File: src/rtl/rr_arbiter8.sv
// Round-robin arbiter: eight requesters share one slot, grant held until done,
// withdrawal, or MAX_HOLD cycles. The pointer moves past each grantee on release.
module rr_arbiter8 #(
    parameter int unsigned MAX_HOLD = 16
) (
    input  logic       clk,
    input  logic       rst,
    input  logic [7:0] req,
    input  logic       done,
    output logic [7:0] gnt,
    output logic [2:0] gnt_idx,
    output logic       gnt_valid,
    output logic       timeout
);

    // state   | meaning
    // S_IDLE  | no grant held; next requester found from ptr is granted
    // S_GRANT | one requester owns the slot; release checked every cycle
    localparam logic [0:0] S_IDLE  = 1'b0;
    localparam logic [0:0] S_GRANT = 1'b1;

    localparam logic [7:0] HOLD_LIMIT = 8'(MAX_HOLD);

    logic [0:0] state_q, state_d;
    logic [2:0] ptr_q, ptr_d;
    logic [7:0] hold_cnt_q, hold_cnt_d;
    logic [7:0] gnt_q, gnt_d;
    logic [2:0] gnt_idx_q, gnt_idx_d;
    logic       gnt_valid_q, gnt_valid_d;
    logic       timeout_q, timeout_d;

    logic       found;
    logic [2:0] win;
    logic [2:0] cand;
    logic       rel_user;
    logic       rel_limit;

    // Rotating search: first set request at ptr, ptr+1, ... wrapping at 8.
    always_comb begin
        found = 1'b0;
        win   = 3'd0;
        cand  = 3'd0;
        for (int i = 0; i < 8; i++) begin
            cand = ptr_q + 3'(i);
            if (!found && req[cand]) begin
                found = 1'b1;
                win   = cand;
            end
        end
    end

    always_comb begin
        state_d     = state_q;
        ptr_d       = ptr_q;
        hold_cnt_d  = hold_cnt_q;
        gnt_d       = gnt_q;
        gnt_idx_d   = gnt_idx_q;
        gnt_valid_d = gnt_valid_q;
        timeout_d   = 1'b0;
        rel_user    = done | ~req[gnt_idx_q];
        rel_limit   = (hold_cnt_q == HOLD_LIMIT);
        case (state_q)
            S_IDLE: begin
                if (found) begin
                    state_d     = S_GRANT;
                    gnt_d       = 8'b1 << win;
                    gnt_idx_d   = win;
                    gnt_valid_d = 1'b1;
                    hold_cnt_d  = 8'd1;
                end
            end
            S_GRANT: begin
                if (rel_user || rel_limit) begin
                    state_d     = S_IDLE;
                    gnt_d       = 8'h00;
                    gnt_idx_d   = 3'd0;
                    gnt_valid_d = 1'b0;
                    hold_cnt_d  = 8'd0;
                    ptr_d       = gnt_idx_q + 3'd1;
                    // Pulse only when the hold limit alone forced the release.
                    timeout_d   = rel_limit & ~rel_user;
                end else begin
                    hold_cnt_d = hold_cnt_q + 8'd1;
                end
            end
        endcase
    end

    always_ff @(posedge clk) begin
        if (rst) begin
            state_q     <= S_IDLE;
            ptr_q       <= 3'd0;
            hold_cnt_q  <= 8'd0;
            gnt_q       <= 8'h00;
            gnt_idx_q   <= 3'd0;
            gnt_valid_q <= 1'b0;
            timeout_q   <= 1'b0;
        end else begin
            state_q     <= state_d;
            ptr_q       <= ptr_d;
            hold_cnt_q  <= hold_cnt_d;
            gnt_q       <= gnt_d;
            gnt_idx_q   <= gnt_idx_d;
            gnt_valid_q <= gnt_valid_d;
            timeout_q   <= timeout_d;
        end
    end

    assign gnt       = gnt_q;
    assign gnt_idx   = gnt_idx_q;
    assign gnt_valid = gnt_valid_q;
    assign timeout   = timeout_q;

endmodule
File: config.mk
export PLATFORM = sky130hd
export DESIGN_NAME = rr_arbiter8
export DESIGN_NICKNAME = d
export VERILOG_FILES = /design/src/rtl/rr_arbiter8.sv
export SDC_FILE = /design/constraint.sdc
export NUM_CORES = 1
export LEC_CHECK = 0
export CORE_MARGIN = 2
export CORE_UTILIZATION = 38
export DETAILED_ROUTE_END_ITERATION = 16
export GPL_ROUTABILITY_DRIVEN = 0
export SYNTH_ARGS = -nofsm -noshare
export SYNTH_HDL_FRONTEND = slang
export SYNTH_SLANG_ARGS = --single-unit
File: constraint.sdc
create_clock -name clk -period 5.1 [get_ports clk]
set_clock_uncertainty 0.05 [all_clocks]
set_input_delay 0.765 -clock clk [delete_from_list [all_inputs] [get_ports clk]]
set_output_delay 0.765 -clock clk [all_outputs]
set_load 0.1 [all_outputs]
# Yosys cells after proc, flatten, opt, wreduce, memory -nomap -nowiden
# Index checks and enable logic that the tools add are counted.
# word_totals
regBits,25
latch_bits,0
ramBits,0
rom_bits,0
inputBits,11
wordCells,102
n_memories,0
# op_classes
addsub,9
mul,0
div,0
magnitude_cmp,9
eq_ne,3
shifts,1
muxes,49
bitwise,6
reduce_logical,18
# ops
op,n
< comparator 3 x 4 -> 1 bit (second input constant),9
two-way mux 8 bit,4
case mux 8 bit (2 select lines),2
two-way mux 3 bit,10
binary-select mux 1 bit (select 3 bit),9
two-way mux 1 bit,21
adder 3 bit (second input constant),4
adder 8 x 1 -> 8 bit (second input constant),1
== test 8 x 5 -> 1 bit (second input constant),1
<< shifter 1 x 3 -> 8 bit (first input constant),1
logical AND 1 bit,7
logical NOT 1 bit,7
adder 3 x 1 -> 3 bit (second input constant),2
adder 3 x 2 -> 3 bit (second input constant),2
case mux 3 bit (2 select lines),1
inverter 1 bit,4
case mux 1 bit (2 select lines),2
AND reduction 2 bit,2
OR reduction 3 bit,1
!= test 2 x 1 -> 1 bit (second input constant),1
!= test 2 bit (second input constant),1
bitwise AND 1 bit,1
logical OR 1 bit,1
bitwise OR 1 bit,1

# Depth between registers and ports, before layout
# depth
depth_word,27
depth_mapped,13

# Worst setup path after synthesis
# No wires, ideal clock.
# synth_timing
kind,reg2reg
start,register ptr_q[0]
end,register gnt_q[4] (netlist: gnt[4])
setup_time_ns,0.119
arrival_ns,3.410
required_ns,4.931
slack_ns,1.521
path_stages_with_launch,14
path_buffers,4
path_cell_list,dfxtp_1 buf_6 buf_4 buf_2 inv_1 ha_1 buf_4 mux2_2 a221oi_2 a32o_2 nand4_4 or4_4 and2_4 a32o_1
# synth_between
elab_chain_cells,27
# synth_lines
element,line,text
from (decl),25,"logic [2:0] ptr_q, ptr_d;"
from (signal assigned),100,ptr_q <= ptr_d;
"parallel branches: the longest is 27 deep, another holds adder 3 x 1 -> 3 bit",n/a,
to (signal assigned),102,gnt_q <= gnt_d;
to (decl),27,"logic [7:0] gnt_q, gnt_d;"
# Parallel ways; which one is timed is not known. The select of a mux whose other input is x is not followed.
# A chain may end at the register's enable or synchronous reset.

# Final worst setup path
# layout_timing
start,register ptr_q[1]
end,register gnt_q[6] (netlist: gnt[6])
# Same word-level chain as after synthesis.

==> run metrics <==
critical-path cell with the highest stage delay=sky130_fd_sc_hd__ha_1; worst hold slack after final layout=420 ps; delay of the slowest cell on the worst path=680 ps; area growth from synthesis to final layout=14.7%; R2R depth=9; source of the worst register-to-register timing path=ptr_q[1]; cell count after synthesis=233; end of the worst register-to-register path=gnt[6]; number of buffers on the longest clock path=2; worst relative slew slack=35.0%; beginning of the worst hold path=gnt[1]; total global routing track utilization=18.4%; HPWL Detailed=3880 um; combinational cell fraction of total power=56.9%; share of final-layout standard cells stronger than drive strength 1=14.0%; total nets after synthesis=249; DRC errors left=0; Sw Ratio=46.2%; worst slew pin tran=972 ps; number of warnings issued by yosys=0; hold buffer count at cts=0; H-tree depth=1; post-synth cell types=58; clock tree from TritonCTS=yes; floorplan die area=6190 um2; Critical Path, Cell by Cell=inv_2 -> ha_1 -> mux2_2 -> a221oi_1 -> a32o_2 -> nand4_4 -> or4_4 -> and2_4 -> a32o_1; Post-synth EDFFs=0; setup total negative slack=0 ps; VDD IR-drop max=249 uV; RSZ-0062 raised after global routing=no; type of the worst min-delay path=reg -> reg; part of the cycle the worst path needs=75.2%; Max Freq=261 MHz; Hold EP=gnt[1]; classification of the worst setup path=reg -> reg; Final Setup Violations=0; switching power of the nets=0.375 mW; fraction of met1 tracks used by global routing=26.2%; share of total power in the clock network=14.2%; Site Rows=27; number of nets with antenna violations after detailed routing=0; root buffer selected by CTS=sky130_fd_sc_hd__clkbuf_8; antenna violations before repair=0; Pwr Density=334 nW/um2; sequential cell area fraction in the yosys report=23.6%; Pre-Repair DR Iteration Count=4; top-area cell type share of the netlist area=23.6%; Worst setup EP type=flop; number of buffers inserted by post-CTS setup repair=0; violation count after the first detailed-routing iteration=166; maximum net fanout on the critical path=14; vias in the first global route=1,876; synth cell count leaders=25 x sky130_fd_sc_hd__dfxtp_1, 22 x sky130_fd_sc_hd__nor2_1, 14 x sky130_fd_sc_hd__a21oi_1; library cell with the largest summed area after synthesis=sky130_fd_sc_hd__dfxtp_1; insertion delay to the later sink of the worst-skew pair=260 ps; width of the chip=78.7 um; Initial Utilization=39.0%; drt total wl=5230 um; pin count of the biggest net entering global routing=31; worst path required time=5210 ps; reported leakage power=0.830 nW; total clock sinks=25; async set-reset flop share out of synthesis=0%; family with the most delay on the worst path=compound AO/OA/AOI/OAI gates; Overflow after GRT=0; fillers=534; clock transition time at the flip-flop clock pins of the worst setup and hold paths=90 ps; met2 Use GR=28.6%; register-to-register path setup slack=1270 ps; syn_area_per_cell=9.10 um2; number of slew-limit violations in the final report=0; GR peak layer=met2; Int Pwr=0.436 mW; max-capacitance violation count=0; clock buffer count from CTS=3; Buffers on Ports=23; number of cells traversed by the worst hold path=1; min Tclk post-route=3830 ps; sequential share of power=28.9%; buffers and inverters on the worst path=1; data arrival at the endpoint of the critical path=3940 ps; sort of element at the start of the critical path=flop; average via count per standard cell=6.02; nets@finish=267; dominant register cell in the synthesized netlist=sky130_fd_sc_hd__dfxtp_1; diodes inserted=0; cell with the most instances after synthesis=sky130_fd_sc_hd__dfxtp_1; Avg WL per Cell=16.2 um; count of pins on the block boundary=24; number of hold-slack violations in the final timing report=0; quantity of gates resized following cts=0; core box area=5440 um2; met3 Usage GRT=3.68%; via count=1,940; run status=finished clean; global-route wire length before repair=9250 um; overall die height=78.7 um; leading post-synthesis cells by cell area=sky130_fd_sc_hd__dfxtp_1 24%, sky130_fd_sc_hd__mux4_2 13%, sky130_fd_sc_hd__mux2_2 5.3%; cell area after synthesis=2120 um2; number of flip-flops and latches in the synthesized netlist=25
[sequential cells by signal (all words and copies together) (netlist names)]
register    count
gnt             8
hold_cnt_q      8
gnt_idx         3
ptr_q           3
gnt_valid       1
state_q         1
timeout         1
[area by class of cell]
class	instances	area, um2	share of cell area, %
repair buffers	24	238	9.78
multi-input cells	190	1530	63.0
flip-flops and latches	25	500	20.6
inverters	7	26.3	1.08
well taps	72	90.1	3.71
clock buffers	4	45.0	1.85
[how the worst max path moves through the flow]
stage	startpoint	to	slack, ps	cells after the start
4_1_cts	ptr_q[1]	gnt[6]	1260	9
3_3_place_gp	ptr_q[1]	gnt[6]	1330	9
6_report	ptr_q[1]	gnt[6]	1270	9
3_5_place_dp	ptr_q[1]	gnt[6]	1270	9
2_1_floorplan	ptr_q[0]	gnt[4]	1520	13
5_1_grt	ptr_q[1]	gnt[4]	980	9
[per-stage QoR]
stage | utilization, % | power [mW] | area, um2 | instances | worst slack [ps]
2_1_floorplan | - | 0.605 | 2120 | 233 | 1520
3_5_place_dp | 43.9 | 0.699 | 2390 | 318 | 1270
6_report | 44.7 | 0.811 | 2430 | 322 | 1270
5_1_grt | 44.7 | 0.871 | 2430 | 322 | 976
4_1_cts | 44.7 | 0.815 | 2430 | 322 | 1260
3_3_place_gp | 43.9 | 0.699 | 2390 | 318 | 1330
[worst register-to-register path: stages, from the launching register on]
cell                       delay (ps)
sky130_fd_sc_hd__dfxtp_1          590
sky130_fd_sc_hd__inv_2            190
sky130_fd_sc_hd__ha_1             680
sky130_fd_sc_hd__mux2_2           430
sky130_fd_sc_hd__a221oi_1         410
sky130_fd_sc_hd__a32o_2           250
sky130_fd_sc_hd__nand4_4          130
sky130_fd_sc_hd__or4_4            580
sky130_fd_sc_hd__and2_4           180
sky130_fd_sc_hd__a32o_1           230
[logic make-up (layout without fill, tap and decap cells)]
logic type                 after synthesis  count (layout)  synth area share, %
xor gates and xnor gates                 4               4                 1.65
AOI/OAI and AO/OA                       66              66                 22.6
adders and majority gates                5               5                 2.95
buffers and inverters                   18              35                 4.13
DFF                                     25              25                 23.6
and+or+nand+nor                         83              83                 22.3
muxes                                   32              32                 22.8
[power by group through the flow]
stage               combinational [mW]  clock (mW)  sequential, mW
detailed placement               0.459           0           0.239
global placement                 0.460           0           0.239
global route                     0.506       0.127           0.237
CTS                              0.462       0.118           0.235
floorplan                        0.280           0           0.325
finish                           0.462       0.115           0.234
[routing by layer]
layer	vias to the layer above	share of wire (%)	wire length [um]
met4	0	1.4	72
met2	44	46	2410
met5	-	0	0
met1	934	48	2530
met3	6	4.0	211
li1	956	-	-
[cells in the final DEF, fill, tap and decap left out, drive strengths merged, types with 3 or more instances in the layout]
master	instances
mux4	12
inv	7
nand4	4
nand3	8
a221oi	4
nor3	7
a211oi	7
and3	5
clkbuf	4
mux2i	10
or3	3
a31oi	3
a21oi	14
and2	4
a32o	8
ha	5
o21ai	12
mux2	10
dfxtp	25
nand4b	5
nand2	12
clkdlybuf4s50	23
nor2	23
nand2b	3
Note: power is estimated with default switching activity, not from simulation.
